File: src/rtl/nubus_slave_resp.sv
// rtl/nubus_slave_resp.sv - NuBus slave responder turning a bus cycle into one local memory request
//
// Purpose:
//   Watches START on NuBus. When the address falls in this card's standard
//   slot space, the cycle is converted into a single request on the local
//   memory bus. When that request completes, or times out, the responder
//   drives ACK with a status code and, for reads, drives the data onto AD.
//
// Ports:
//   mem_clk, mem_reset      clock (rising edge = NuBus sampling edge), sync active-high reset
//   nub_idn                 slot ID pins, active low
//   nub_startn              START, active low
//   nub_tm1n_i, nub_tm0n_i  transfer mode from bus, active low
//   nub_adn_i               AD from bus, active low
//   nub_adn_o, nub_ad_oe    AD drive value (active low) and its enable
//   nub_tmn_o, nub_tm_oe    status drive {TM1n,TM0n} and its enable
//   nub_ackn_o, nub_ack_oe  ACK drive (active low) and its enable
//   mem_valid, mem_ready    local request / one-cycle completion pulse
//   mem_wstrb               byte strobes, 4'b0000 means read
//   mem_addr, mem_wdata     word-aligned address and write data
//   mem_rdata               read data, valid with mem_ready
//   mem_myslot, mem_myexp   request targets standard slot / super-slot space
//
// Build option:
//   NUBUS_SLAVE_SUPERSLOT_EN  when defined, the card also answers in its
//   super-slot space (ad[31:28] == slot ID, ID 1..E) and flags such requests
//   on mem_myexp. When undefined, mem_myexp is always 0.

module nubus_slave_resp #(
  parameter int         TIMEOUT_CYCLES = 200,
  parameter logic [3:0] SLOT_HI        = 4'hF
) (
  input  logic        mem_clk,
  input  logic        mem_reset,
  input  logic [3:0]  nub_idn,
  input  logic        nub_startn,
  input  logic        nub_tm0n_i,
  input  logic        nub_tm1n_i,
  input  logic [31:0] nub_adn_i,
  output logic [31:0] nub_adn_o,
  output logic        nub_ad_oe,
  output logic [1:0]  nub_tmn_o,
  output logic        nub_tm_oe,
  output logic        nub_ackn_o,
  output logic        nub_ack_oe,
  output logic        mem_valid,
  input  logic        mem_ready,
  output logic [3:0]  mem_wstrb,
  output logic [31:0] mem_addr,
  output logic [31:0] mem_wdata,
  input  logic [31:0] mem_rdata,
  output logic        mem_myslot,
  output logic        mem_myexp
);

  localparam int CNT_W = $clog2(TIMEOUT_CYCLES + 1);

  typedef enum logic [1:0] {IDLE, DATA, MEM, ACK} state_t;

  state_t state, state_nxt;

  // Bus pins are active low; work with true-polarity copies internally.
  logic [31:0] ad;
  logic [1:0]  tm;
  logic [3:0]  slot_id;

  assign ad      = ~nub_adn_i;
  assign tm      = ~{nub_tm1n_i, nub_tm0n_i};
  assign slot_id = ~nub_idn;

  logic slot_hit, exp_hit, hit;

  assign slot_hit = ~nub_startn && (ad[31:24] == {SLOT_HI, slot_id});

`ifdef NUBUS_SLAVE_SUPERSLOT_EN
  // IDs 0 and F have no super-slot space.
  assign exp_hit = ~nub_startn && (ad[31:28] == slot_id) &&
                   (slot_id != 4'h0) && (slot_id != 4'hF);
`else
  assign exp_hit = 1'b0;
`endif

  assign hit = slot_hit | exp_hit;

  // Cycle state captured at START and across the memory phase.
  logic [31:2]      addr_q;
  logic [1:0]       mode_q;
  logic [1:0]       tm_q;
  logic             is_exp;
  logic [1:0]       status_q;
  logic [31:0]      rdata_q;
  logic [CNT_W-1:0] cnt;

  logic mem_done, mem_tout;

  // cnt counts the cycles mem_valid has been high. Timing out at
  // TIMEOUT_CYCLES-1 makes the error ACK appear exactly TIMEOUT_CYCLES cycles
  // after mem_valid rose, because ACK is registered one cycle after the
  // MEM->ACK decision. mem_ready always wins over the timeout.
  assign mem_done = (state == MEM) && mem_ready;
  assign mem_tout = (state == MEM) && !mem_ready &&
                    (cnt == CNT_W'(TIMEOUT_CYCLES - 1));

  // Next-cycle values of the registered outputs.
  logic        mem_valid_d, myslot_d, myexp_d;
  logic [3:0]  mem_wstrb_d;
  logic [31:0] mem_addr_d, mem_wdata_d;
  logic        ad_oe_d, tm_oe_d, ack_oe_d, ackn_d;
  logic [1:0]  tmn_d;
  logic [31:0] adn_d;

  function automatic logic [3:0] write_strobe(input logic tm0, input logic [1:0] lane);
    logic [3:0] s;
    if (tm0) begin
      s = 4'b0001 << lane;
    end else begin
      case (lane)
        2'b10:   s = 4'b0011;
        2'b11:   s = 4'b1100;
        default: s = 4'b1111;   // word, or block treated as a single beat
      endcase
    end
    return s;
  endfunction

  // State register
  always_ff @(posedge mem_clk) begin
    if (mem_reset) begin
      state <= IDLE;
    end else begin
      state <= state_nxt;
    end
  end

  // Next-state logic
  always_comb begin
    state_nxt = state;
    case (state)
      IDLE:    if (hit) state_nxt = DATA;
      DATA:    state_nxt = MEM;
      MEM:     if (mem_done || mem_tout) state_nxt = ACK;
      ACK:     state_nxt = IDLE;
      default: state_nxt = IDLE;
    endcase
  end

  // Output logic: computes the values the output registers take next edge.
  always_comb begin
    logic keep;
    keep        = 1'b0;
    mem_valid_d = 1'b0;
    myslot_d    = 1'b0;
    myexp_d     = 1'b0;
    mem_wstrb_d = mem_wstrb;
    mem_addr_d  = mem_addr;
    mem_wdata_d = mem_wdata;
    ad_oe_d     = 1'b0;
    adn_d       = '1;
    tm_oe_d     = 1'b0;
    tmn_d       = 2'b11;
    ack_oe_d    = 1'b0;
    ackn_d      = 1'b1;
    case (state)
      DATA: begin
        // The master drives write data on AD the cycle after START.
        mem_valid_d = 1'b1;
        myslot_d    = ~is_exp;
        myexp_d     = is_exp;
        mem_addr_d  = {addr_q, 2'b00};
        mem_wdata_d = tm_q[1] ? ad : '0;
        mem_wstrb_d = tm_q[1] ? write_strobe(tm_q[0], mode_q) : 4'b0000;
      end
      MEM: begin
        keep        = !(mem_done || mem_tout);
        mem_valid_d = keep;
        myslot_d    = keep & ~is_exp;
        myexp_d     = keep & is_exp;
      end
      ACK: begin
        ack_oe_d = 1'b1;
        ackn_d   = 1'b0;
        tm_oe_d  = 1'b1;
        tmn_d    = ~status_q;
        if (!tm_q[1]) begin
          ad_oe_d = 1'b1;
          adn_d   = ~rdata_q;
        end
      end
      default: ;
    endcase
  end

  // Datapath and output registers
  always_ff @(posedge mem_clk) begin
    if (mem_reset) begin
      addr_q     <= '0;
      mode_q     <= '0;
      tm_q       <= '0;
      status_q   <= '0;
      rdata_q    <= '0;
      cnt        <= '0;
      mem_valid  <= 1'b0;
      mem_myslot <= 1'b0;
      mem_myexp  <= 1'b0;
      mem_wstrb  <= '0;
      mem_addr   <= '0;
      mem_wdata  <= '0;
      nub_ad_oe  <= 1'b0;
      nub_adn_o  <= '1;
      nub_tm_oe  <= 1'b0;
      nub_tmn_o  <= 2'b11;
      nub_ack_oe <= 1'b0;
      nub_ackn_o <= 1'b1;
    end else begin
      if (state == IDLE && hit) begin
        addr_q <= ad[31:2];
        mode_q <= ad[1:0];
        tm_q   <= tm;
      end

      if (state == DATA) begin
        cnt <= CNT_W'(1);
      end else if (state == MEM && !mem_done && !mem_tout) begin
        cnt <= cnt + 1'b1;
      end

      if (mem_done) begin
        status_q <= 2'b00;
        if (!tm_q[1]) rdata_q <= mem_rdata;
      end else if (mem_tout) begin
        status_q <= 2'b01;
        rdata_q  <= '0;
      end

      mem_valid  <= mem_valid_d;
      mem_myslot <= myslot_d;
      mem_myexp  <= myexp_d;
      mem_wstrb  <= mem_wstrb_d;
      mem_addr   <= mem_addr_d;
      mem_wdata  <= mem_wdata_d;
      nub_ad_oe  <= ad_oe_d;
      nub_adn_o  <= adn_d;
      nub_tm_oe  <= tm_oe_d;
      nub_tmn_o  <= tmn_d;
      nub_ack_oe <= ack_oe_d;
      nub_ackn_o <= ackn_d;
    end
  end

`ifdef NUBUS_SLAVE_SUPERSLOT_EN
  always_ff @(posedge mem_clk) begin
    if (mem_reset) begin
      is_exp <= 1'b0;
    end else if (state == IDLE && hit) begin
      is_exp <= exp_hit;
    end
  end
`else
  assign is_exp = 1'b0;
`endif

endmodule

File: config.mk
export PLATFORM = sky130hd
export DESIGN_NAME = nubus_slave_resp
export DESIGN_NICKNAME = d
export VERILOG_FILES = /design/src/rtl/nubus_slave_resp.sv
export SDC_FILE = /design/constraint.sdc
export NUM_CORES = 1
export LEC_CHECK = 0
export CORE_ASPECT_RATIO = 0.7
export CORE_UTILIZATION = 30
export DETAILED_ROUTE_END_ITERATION = 16
export GPL_ROUTABILITY_DRIVEN = 0
export SLEW_MARGIN = 40
export SYNTH_ARGS = -nofsm -noshare
export SYNTH_HDL_FRONTEND = slang
export SYNTH_SLANG_ARGS = --single-unit
export TNS_END_PERCENT = 50
File: constraint.sdc
create_clock -name mem_clk -period 2.14 [get_ports mem_clk]
set_clock_uncertainty 0.15 [all_clocks]
set_input_delay 0.214 -clock mem_clk [delete_from_list [all_inputs] [get_ports mem_clk]]
set_output_delay 0.214 -clock mem_clk [all_outputs]
set_load 0.01 [all_outputs]
==> run summary, run 1 <==
Int Pwr = 5183 µW
Worst Setup Start Kind = register
Seq pwr share = 50.0%
Die width = 176.3 µm
Max-cap violations = 0
Initial drt markers = 219
Final Hold Fails = 0
Post-synthesis sequential area ratio = 56.47%
Cells after Synth = 644
ANT nets after route = 0
Logic pwr share = 3.9%
Hold Path Depth = 2
Crit path max fanout = 8
Vias per cell = 4.415
R2r startpoint = state[0]
Final Net Count = 887
Distinct cell type count after synthesis = 40
Min-delay src = mem_reset
Post-DP HPWL = 10400 µm
Crit path DAT = 2.09 ns
Synth Register Bits = 180
CTS Buffer Depth = 2
Slowest stage delay, CP = 0.39 ns
Mapped Area = 0.006381 mm²
Clock sinks = 180
WL final = 15350 µm
Reg-to-reg slack, setup = 0.25 ns
Antenna violations before repair = 0
Core ar. = 0.02081 mm²
Gr usage total = 14.23%
Slew Limit Fails = 0
CTS tree = yes
Slowest CP cell = dfxtp_1
Die Area = 0.02187 mm²
Buf/Inv on CP = 1
Final clock period utilization by the worst path = 88.28%
GRT overflow = 0
TritonRoute pass-1 iters = 4
Crit path required time = 2.34 ns
Drc violations = 0
Total Neg Setup Slack = 0 ns
Final Core Density = 43.19%
Top Ports = 183
Post-Syn Area per Cell = 9.909 µm²
First-pass GRT wire length = 23960 µm
Crit path cell chain = inv_1 -> ha_1 -> nor2b_1 -> o21a_2 -> nor3_4 -> mux2i_1
CTS Buf Count = 17
Starting Density = 30.66%
Ys Warns = 0
CP delay by family, top = simple AND/OR/NAND/NOR gates
Type of element capturing the critical path = register
Vias = 4839
P per Cell Area = 745.6 mW/mm²
P&R area growth vs syn = 40.86%
# port buffers = 178
Largest net degree at the start of global routing = 51
Post-DR wirelength/cell = 14.01 µm
WS Path Type = register to register
Worst-case reg-to-reg path depth = 6
VDD IR max = 0.0004773 V
Post-CTS Setup Inserts = 0
H-Tree Depth = 4
Clock power share = 46.1%
Reg-to-reg endpoint = state[1]
Vias in the first global route = 4498
Min Tclk post-route = 1.889 ns
CTS resizes = 0
Layout cells sized above 1 = 7.561%
Clk_lat worst skew = 0.42 ns
Worst-path clk slew = 0.07 ns
CTS root buf = clkbuf_16
Endpoints failing setup = 0
Antenna fix cells = 0
Sw power = 1519 µW
Worst Hold End = mem_addr[15]
Die Ht = 124.0 µm
Unrepaired setup endpoints after global routing = false
Hold Buf Count CTS = 0
Hold crit path type = input port to register
Row cnt = 44
LEAKAGE = 0.003237 µW
Outcome = finished clean
Net Sw Frac = 22.66%
Fmax = 529.3 MHz
==> metrics by stage <==
stage / setup WS (ns) / cell area [µm²] / std cells / hold WS, ns / power [µW]
2_1_floorplan: 0.3849 / 6389 / 646 / 0.1571 / 3516
3_3_place_gp: 0.1001 / 8404 / 1064 / 0.2128 / 3692
3_5_place_dp: 0.05533 / 8404 / 1064 / 0.2144 / 3690
4_1_cts: 0.2445 / 8989 / 1096 / 0.002142 / 6806
5_1_grt: 0.1281 / 8989 / 1096 / 0.02027 / 6974
6_report: 0.2508 / 8989 / 1096 / 0.02059 / 6702
==> cells in the mapped netlist <==
master	instances	area [µm²]
a211oi_1	28	210.2
a211oi_2	3	37.54
a21bo_2	1	10.01
a21oi_1	42	210.2
a31oi_1	1	6.260
a41oi_1	1	8.760
and2_4	1	8.760
and4_1	2	17.52
buf_1	1	3.750
buf_2	15	75.07
buf_4	6	45.04
buf_6	7	78.83
clkbuf_1	21	78.83
conb_1	2	7.510
dfxtp_1	180	3603
ha_1	6	75.07
inv_1	5	18.77
mux2_2	1	11.26
mux2i_1	65	650.6
nand2_1	103	386.6
nand2b_1	39	244.0
nand3_1	2	10.01
nand3b_1	2	15.01
nand4_1	2	12.51
nand4b_1	1	8.760
nor2_1	46	172.7
nor2b_1	3	18.77
nor3_1	2	10.01
nor3_2	1	10.01
nor3_4	1	16.27
o21a_2	1	8.760
o21ai_0	39	195.2
o21ai_2	1	8.760
o21bai_1	1	7.510
or2_2	1	6.260
or3_1	2	12.51
or3_4	1	11.26
or4_1	1	7.510
xnor2_1	6	52.55
xor2_1	1	8.760
==> placed cells by master, fill, tap and decap left out, types with 5 or more instances in the layout <==
master	n
clkbuf_16	17
nand2_1	103
inv_1	5
dfxtp_1	180
clkdlybuf4s50_1	177
mux2i_1	65
a21oi_1	42
a211oi_1	28
inv_8	6
o21ai_0	39
ha_1	5
xnor2_1	6
nand2b_1	39
nor2_1	43
buf_4	11
==> worst register-to-register path, cell delays in order (launching register included) <==
cell     delay (ns)
dfxtp_1        0.39
inv_1          0.10
ha_1           0.33
nor2b_1        0.20
o21a_2         0.19
nor3_4         0.26
mux2i_1        0.20
==> power groups by stage <==
stage	logic [µW]	clock network [µW]	registers [µW]
after detailed placement	262	0	3430
after floorplan	87.9	0	3430
after CTS	263	3190	3350
final	260	3090	3350
after global routing	278	3350	3350
after global placement	263	0	3430
==> flip-flops by register name (all words and copies together), names as in the netlist, 4 cells and up <==
name and count:
mem_wdata 32, nub_adn_o 32, rdata_q 32, addr_q 30
mem_addr 30, cnt 8, mem_wstrb 4
==> worst max path at each step <==
| stage | slack (ns) | startpoint | end | cells past startpoint |
|---|---|---|---|---|
| floorplan | 0.38 | state[1] | mem_wstrb[0] | 7 |
| global placement | 0.10 | nub_adn_i[29] | addr_q[9] | 5 |
| detailed placement | 0.06 | nub_adn_i[29] | addr_q[14] | 6 |
| CTS | 0.24 | state[0] | state[1] | 6 |
| global route | 0.13 | state[0] | state[1] | 6 |
| finish | 0.25 | state[0] | state[1] | 6 |
==> area by class of cell <==
cell class,count,area (µm²)
clock buffer,19,442.9
tap,276,345.3
timing repair buffer,192,1934
inverter,5,18.77
sequential,180,3603
fill,1989,11820
multi-input combinational,411,2502
clock inverter,13,141.4
==> cell families (layout without fill, tap and decap cells) <==
kind of cell	Yosys count	in the layout	synth area share, %
flip-flops	180	180	56.47
AND/OR/NAND/NOR	210	210	15.18
adder cells (fa/ha/maj)	6	6	1.176
other	2	4	0.1177
buffers and inverters	55	229	4.706
AO/OA/AOI/OAI	118	118	11.02
XOR/XNOR	7	7	0.9608
multiplexers	66	66	10.37
==> routing by layer <==
| metal | up-vias | wire length, µm | global-route usage (%) |
|---|---|---|---|
| met5 | - | 0 | 0 |
| met4 | 0 | 139 | 4.076 |
| met3 | 8 | 1081 | 5.556 |
| met2 | 102 | 6491 | 20.74 |
| met1 | 2263 | 7639 | 19.30 |
| li1 | 2466 | - | - |
(Power assumes the default switching activity.)
==> run 2, diff against run 1 <==
Settings changed: CTS_CLUSTER_DIAMETER from default to 80.
==> results of run 2 <==
Same layout as run 1: the final DEF is identical, and so are final timing and power.
==> run 3, diff against run 2 <==
Settings changed: CTS_BUF_LIST from default to sky130_fd_sc_hd__clkbuf_4 sky130_fd_sc_hd__clkbuf_8, MAX_ROUTING_LAYER from default to met4.
==> run 3 against run 2 <==
Flip-flop and latch count is the same. Worst hold slack gained 0.14 ns. Core utilization shrank 0.85 points. Register-to-register slack is essentially flat. Combinational power is essentially flat. Largest power group unchanged. Critical path depth is the same. Power shrank 12%.
==> run summary, run 3 (synthesized netlist as in run 1, its figures left out) <==
Drc violations = 0 (unchanged)
GRT overflow = 0 (unchanged)
Post-DP Area = 0.008404 mm² (unchanged)
LEAKAGE = 0.003158 µW (-2.5%)
Die width = 176.3 µm (unchanged)
Min Tclk post-route = 1.903 ns (+0.01377 ns)
Worst-case reg-to-reg path depth = 6 (unchanged)
Hold crit path type = input port to register
Most common cell after layout, fill and taps aside = dfxtp_1
VDD IR max = 0.0002797 V (-41%)
Post-DR wirelength/cell = 13.91 µm (-0.72%)
Unrepaired setup endpoints after global routing = false
Final clock period utilization by the worst path = 88.92% (+0.64 points)
Die Area = 0.02187 mm² (unchanged)
CTS Buffer Depth = 2 (unchanged)
Reg-to-reg endpoint = state[1]
Worst-path clk slew = 0.10 ns (+0.03 ns)
Vias per cell = 4.436 (+0.47%)
# port buffers = 178 (unchanged)
Reg-to-reg slack, setup = 0.24 ns (about the same)
Largest net degree at the start of global routing = 51 (unchanged)
Post-CTS Setup Inserts = 0 (unchanged)
Endpoints failing setup = 0 (unchanged)
Starting Density = 30.66% (unchanged)
Crit path max fanout = 8 (unchanged)
CTS Buf Count = 17 (unchanged)
Pwr Total = 5924 µW (-12%)
Outcome = finished clean
Worst Setup SP = state[0]
Top Ports = 183 (unchanged)
Initial drt markers = 261 (+19%)
Die Ht = 124.0 µm (unchanged)
Max-cap violations = 0 (unchanged)
Vias = 4866 (+0.56%)
Gr usage total = 14.64% (+0.40 points)
Layout cells sized above 1 = 7.674% (+0.11 points)
Vias in the first global route = 4498 (unchanged)
Worst setup endpoint = state[1]
WS Path Type = register to register
Final Net Count = 888 (+0.11%)
CTS tree = yes
Worst Setup Start Kind = register
Clk_lat worst skew = 0.44 ns (+0.02 ns)
Type of element capturing the critical path = register
Commonest non-fill, non-tap cells in the layout = dfxtp_1 (180), clkdlybuf4s50_1 (177), nand2_1 (103)
H-Tree Depth = 4 (unchanged)
Slew Limit Fails = 0 (unchanged)
Crit path DAT = 2.13 ns (+0.04 ns)
Post-route setup slack = 0.2370 ns (-0.01377 ns)
CTS root buf = clkbuf_8
Antenna fix cells = 0 (unchanged)
Biggest regs = mem_wdata (32), nub_adn_o (32), rdata_q (32)
Fmax = 525.5 MHz (-0.72%)
P per Cell Area = 672.4 mW/mm² (-9.8%)
Design area = 0.008811 mm² (-2.0%)
Total Neg Setup Slack = 0 ns (unchanged)
Row cnt = 44 (unchanged)
Crit path required time = 2.36 ns (+0.02 ns)
P&R area growth vs syn = 38.08%
Post-DP HPWL = 10400 µm (unchanged)
Final Hold Fails = 0 (unchanged)
R2r startpoint = state[0]
Antenna violations before repair = 0 (unchanged)
TritonRoute pass-1 iters = 4 (unchanged)
Clock sinks = 180 (unchanged)
WL final = 15250 µm (-0.63%)
WHS = 0.1579 ns (+0.1373 ns)
CTS resizes = 0 (unchanged)
Core ar. = 0.02081 mm² (unchanged)
First-pass GRT wire length = 23880 µm (-0.32%)
ANT nets after route = 0 (unchanged)
Pre-CTS setup slack = 0.05533 ns (unchanged)
## run 3: worst min path at each step
stage / startpoint / to / slack (ns) / depth (start not counted)
6_report: mem_rdata[19] / rdata_q[19] / 0.16 / 3
3_5_place_dp: rdata_q[29] / nub_adn_o[29] / 0.21 / 1
3_3_place_gp: rdata_q[0] / nub_adn_o[0] / 0.21 / 1
4_1_cts: mem_rdata[19] / rdata_q[19] / 0.11 / 3
2_1_floorplan: nub_adn_i[0] / mode_q[0] / 0.16 / 1
5_1_grt: mem_rdata[14] / rdata_q[14] / 0.13 / 3
## run 3: stage by stage
stage	instances	utilization, %
after floorplan	646	-
after global placement	1064	40.39
after detailed placement	1064	40.39
after CTS	1097	42.34
after global routing	1097	42.34
final	1097	42.34
## run 3: routing by layer
layer / wire length, µm / vias to the layer above / GRT usage, %
met5: 0 / - / -
met4: 87 / 0 / 3.424
met3: 1123 / 5 / 5.311
met2: 6478 / 115 / 20.67
met1: 7564 / 2281 / 19.67
li1: - / 2465 / -
## run 3: cell type report
cell class,instances,area [µm²]
Multi-Input combinational cell,411,2502
Clock inverter,13,141.4
Sequential cell,180,3603
Timing Repair Buffer,193,1944
Fill cell,2005,12000
Inverter,5,18.77
Tap cell,276,345.3
Clock buffer,19,255.2
## run 3: power by group
group / switching [µW] / internal, µW
Sequential: 1.52 / 3350
Clock: 1300 / 1010
Combinational: 111 / 151
Total: 1410 / 4510
## run 3: worst max-delay path: stages, from the launching register on
cell and delay, ns:
dfxtp_1 0.40, inv_1 0.10, ha_1 0.33, nor2b_1 0.20, o21a_2 0.19, nor3_4 0.26
mux2i_1 0.20
## run 3: repair_timing
action                                 in CTS  in global routing
endpoints found under the hold margin      18                  0
hold buffers                                1                  0
setup endpoints to repair                   0                  0
